<file path="src/rtl/imm_pkg.sv">
// Shared definitions for the immediate-extension pipeline: mode encodings
// and default parameter values.
package imm_pkg;

  typedef enum logic [1:0] {
    IMM_ZEXT8  = 2'd0,
    IMM_ZEXT12 = 2'd1,
    IMM_BRANCH = 2'd2,
    IMM_ROT8   = 2'd3
  } imm_mode_e;

  localparam int DEF_DATA_W       = 32;
  localparam int DEF_INSTR_W      = 24;
  localparam int DEF_OFFSET_SHIFT = 2;

endpackage

</file>
<file path="src/rtl/imm_rotator.sv">
// Combinational rotate-right of a DATA_W word by twice a 4-bit amount.
module imm_rotator #(
  parameter int DATA_W = 32
) (
  input  logic [DATA_W-1:0] data,
  input  logic [3:0]        half_amt,
  output logic [DATA_W-1:0] rotated
);

  logic [31:0]         amt;
  logic [2*DATA_W-1:0] doubled;

  // Rotating the doubled word right keeps wrapped bits in the low half.
  always_comb begin
    amt     = 32'({half_amt, 1'b0}) % 32'(DATA_W);
    doubled = {data, data};
    rotated = DATA_W'(doubled >> amt);
  end

endmodule

</file>
<file path="src/rtl/imm_extend_pipe.sv">
// Two-stage (capture, extend) immediate extension pipeline with valid/ready
// handshakes. Mode 3 (rotated immediate) exists only when IMM_ROTATE_EN is defined.
module imm_extend_pipe
  import imm_pkg::*;
#(
  parameter int DATA_W       = DEF_DATA_W,
  parameter int INSTR_W      = DEF_INSTR_W,
  parameter int OFFSET_SHIFT = DEF_OFFSET_SHIFT
) (
  input  logic               clk,
  input  logic               rst_n,
  input  logic               in_valid,
  output logic               in_ready,
  input  logic [INSTR_W-1:0] instr,
  input  logic [1:0]         imm_src,
  output logic               out_valid,
  input  logic               out_ready,
  output logic [DATA_W-1:0]  ext_imm,
  output logic               illegal
);

  if (DATA_W < INSTR_W + OFFSET_SHIFT || DATA_W < 12 || INSTR_W < 12) begin : g_bad_params
    $fatal(1, "imm_extend_pipe: need DATA_W >= INSTR_W+OFFSET_SHIFT, DATA_W >= 12, INSTR_W >= 12");
  end

  logic               s1_valid;
  logic [INSTR_W-1:0] s1_instr;
  imm_mode_e          s1_mode;
  logic               s2_advance;
  logic [DATA_W-1:0]  sext;
  logic [DATA_W-1:0]  ext_next;
  logic               illegal_next;

  assign s2_advance = !out_valid || out_ready;
  assign in_ready   = !s1_valid || s2_advance;

  always_ff @(posedge clk or negedge rst_n) begin
    if (!rst_n) begin
      s1_valid <= 1'b0;
      s1_instr <= '0;
      s1_mode  <= IMM_ZEXT8;
    end else if (in_ready) begin
      s1_valid <= in_valid;
      if (in_valid) begin
        s1_instr <= instr;
        s1_mode  <= imm_mode_e'(imm_src);
      end
    end
  end

`ifdef IMM_ROTATE_EN
  logic [DATA_W-1:0] rot_out;

  imm_rotator #(.DATA_W(DATA_W)) u_rotator (
    .data     (DATA_W'(s1_instr[7:0])),
    .half_amt (s1_instr[11:8]),
    .rotated  (rot_out)
  );
`endif

  always_comb begin
    ext_next     = '0;
    illegal_next = 1'b0;
    sext         = DATA_W'($signed(s1_instr));
    case (s1_mode)
      IMM_ZEXT8:  ext_next = DATA_W'(s1_instr[7:0]);
      IMM_ZEXT12: ext_next = DATA_W'(s1_instr[11:0]);
      IMM_BRANCH: ext_next = sext << OFFSET_SHIFT;
      IMM_ROT8: begin
`ifdef IMM_ROTATE_EN
        ext_next = rot_out;
`else
        illegal_next = 1'b1;
`endif
      end
      default: ;
    endcase
  end

  // Output registers only move when downstream has taken the current word.
  always_ff @(posedge clk or negedge rst_n) begin
    if (!rst_n) begin
      out_valid <= 1'b0;
      ext_imm   <= '0;
      illegal   <= 1'b0;
    end else if (s2_advance) begin
      out_valid <= s1_valid;
      if (s1_valid) begin
        ext_imm <= ext_next;
        illegal <= illegal_next;
      end
    end
  end

endmodule

</file>
<file path="config.mk">
export PLATFORM = sky130hd
export DESIGN_NAME = imm_extend_pipe
export DESIGN_NICKNAME = d
export VERILOG_FILES = /design/src/rtl/imm_pkg.sv /design/src/rtl/imm_rotator.sv /design/src/rtl/imm_extend_pipe.sv
export SDC_FILE = /design/constraint.sdc
export NUM_CORES = 1
export LEC_CHECK = 0
export CAP_MARGIN = 15
export CORE_MARGIN = 2
export CORE_UTILIZATION = 51
export CTS_CLUSTER_SIZE = 20
export DETAILED_ROUTE_END_ITERATION = 10
export GPL_TIMING_DRIVEN = 1
export PLACE_DENSITY = 0.93
export SLEW_MARGIN = 5
export SYNTH_ARGS = -nofsm -noshare
export SYNTH_HDL_FRONTEND = slang
export SYNTH_SLANG_ARGS = --single-unit
</file>
<file path="constraint.sdc">
create_clock -name clk -period 2.85 [get_ports clk]
set_input_delay 0.4275 -clock clk [delete_from_list [all_inputs] [get_ports clk]]
set_output_delay 0.4275 -clock clk [all_outputs]
set_load 0.1 [all_outputs]
</file>
==> run metrics <==
Combinational Power Share between 40% and 50%; clk_lat worst skew 0.30 ns; routability cong. between 0.7 and 0.8; synth cell count leaders 55 x dfrtp_1, 26 x a21oi_1, 26 x mux2_2, 15 x inv_1, 15 x nand4_1; RSZ-0062 raised after global routing no; Total GRT Usage 20.71%; filler cell count 313; Slew headroom approximately 37%; syn_nets between 200 and 250; Core Region 4444 µm²; Crit path largest cell delay 0.85 ns; Fin. Hold Viols 0; Synth top area share between 50% and 60%; setup TNS 0 ns; register area share after synthesis 57.62%; status finished, final reports clean; Critical Path End Type flip-flop; Core Rows 24; Synth-to-Final Area Change 24.83%; Worst Path Arrival 2.18 ns; Worst EP required a little over 3 ns; DRC viols 0; Async SR Flop Fraction 100.0%; Buf/Inv on CP 0; via count 1681; FF-to-FF End ext_imm[9]; unique cell type count in the Yosys netlist 19; cell count after synthesis 195; fin nets 278; H-tree levels 2; routed len/inst around 17 µm; Die Y-Extent 72.44 µm; Min-Delay Path Class in -> async; Die X 72.44 µm; pwr dens between 800 and 900 nW/µm²; Seq cells post-synth between 50 and 60; fmax 514.7 MHz; first-pass GRT wire length between 8000 and 9000 µm; Fin Hold WS 0.2371 ns; reg2reg start s1_mode[1]; Post-CTS Setup Repair Bufs 0; Crit Path Category reg -> reg; starting density of the core 53.74%; vias in the first global route 1694; largest net degree at the start of global routing 56; clock sinks 55; DR iter-0 viols 166; final slew viol count 0; Critical Path Fanout Max 24; crit path launch type flip-flop; post-synthesis instance area 2389 µm²; setup violators final 0; initial antenna violation count 0; final worst path period share 68.17%; CP startpoint s1_mode[1]; Synth area leader dfrtp_1; cts bufs inserted 5; slowest CP cell nor2b_2; peak supply drop 0.3541 mV; Worst Tran Pin Value 0.9418 ns; CTS tree done; Cells after DPL between 200 and 300; Max Cap Violations 0; count of non-filler cells in the finished layout between 300 and 400; Total Wirelength roughly 5000 µm; DP HPWL between 3000 and 4000 µm; DR vias/cell 5.585; Sw Ratio 45.85%; r2r setup slk 0.91 ns; CP delay by family, top simple AND/OR/NAND/NOR gates; Resized Gates After CTS 0; crit path time final slightly below 2 ns; Leak Pwr 1.322 nW; path depth of the worst reg2reg path 3; die area 5247 µm²; EDFF count, synth 0; Seq pwr share approximately two fifths; P_int 1.401 mW; DRT Pass-1 Iters 4; crit-path cells nor2b_2 -> a22oi_1 -> a21oi_1; grt ovf 0; Syn Area/Cell 12.25 µm²; most used flip-flop cell after synthesis dfrtp_1; Synth Warn # 0; main area contributors after synthesis dfrtp_1 58%, mux2_2 12%, a21oi_1 5.4%; layout cells sized above 1 35.34%; Port Buf Inserts 64; clk buf depth 2; number of diodes 0; antenna-violating nets left 0; Fin Clk Skew 0.004479 ns; Switch Pwr 1.187 mW; clk slew on worst S/H paths 0.09 ns; leading cell type by number of instances after synthesis dfrtp_1; clock network power share 17.9%; hold_buf cts 0; IO Pins 65; clk root buf clkbuf_8
cells by family (layout without fill, tap and decap cells):
family          after synthesis  in the layout  synth area share [%]
buf+inv                      36             90                 8.433
simple gates                 31             31                 9.010
mux                          28             28                 13.51
flops                        55             55                 57.62
compound gates               45             45                 11.42
placed cells by master, fill, tap and decap left out, drive strengths merged:
master and instances:
nand2b 3, nor2b 10, a22oi 4, nand2 1, clkdlybuf4s50 28, buf 39
o21ai 15, nand3b 1, clkbuf 8, inv 15, a21oi 26, and2 1
dfrtp 55, mux2 28, nand4 15
how the worst max path moves through the flow:
stage                              to  slack [ns]  depth (start not counted)
after floorplan           s1_instr[0]        0.49                          4
after global placement     ext_imm[9]         1.0                          3
after detailed placement   ext_imm[0]        0.95                          4
after CTS                  ext_imm[9]        0.96                          3
after global routing       ext_imm[9]        0.73                          3
final                      ext_imm[9]        0.91                          3
flip-flops by register name (all words and copies together), names as in the netlist:
register   flops
s1_valid       1
ext_imm       26
s1_mode        2
illegal        1
out_valid      1
s1_instr      24
layout make-up:
class / count / area, µm² / share of cell area (%)
well taps: 52 / 65.06 / 2.182
inverters: 15 / 56.30 / 1.888
clock buffers: 8 / 100.1 / 3.357
repair buffers: 67 / 570.5 / 19.14
multi-input cells: 104 / 813.3 / 27.28
flip-flops and latches: 55 / 1376 / 46.16
routing by layer:
metal  vias up  track usage [%]  part of all wire (%)
met5         -                0                     0
li1        773                -                     -
met3        14            4.722                   6.4
met1       818            26.27                    40
met4         0            10.29                   2.9
met2        76            33.54                    51
power groups by stage:
stage          clock network [mW]  logic (mW)  registers, mW
3_3_place_gp                    0        1.10           1.01
6_report                    0.463        1.12           1.00
3_5_place_dp                    0        1.12           1.02
4_1_cts                     0.469        1.12           1.00
5_1_grt                     0.494        1.16           1.02
2_1_floorplan                   0       0.362           1.53
stage by stage:
stage / util, % / worst slack (ns) / power, mW / cell area, µm²
final: 67.09 / 0.9073 / 2.588 / 2982
after global placement: 64.84 / 0.9972 / 2.115 / 2882
after floorplan: - / 0.4879 / 1.895 / 2389
after CTS: 67.09 / 0.9625 / 2.595 / 2982
after detailed placement: 64.84 / 0.9465 / 2.138 / 2882
after global routing: 67.09 / 0.7298 / 2.678 / 2982
Power figures use the tool's default switching activity.
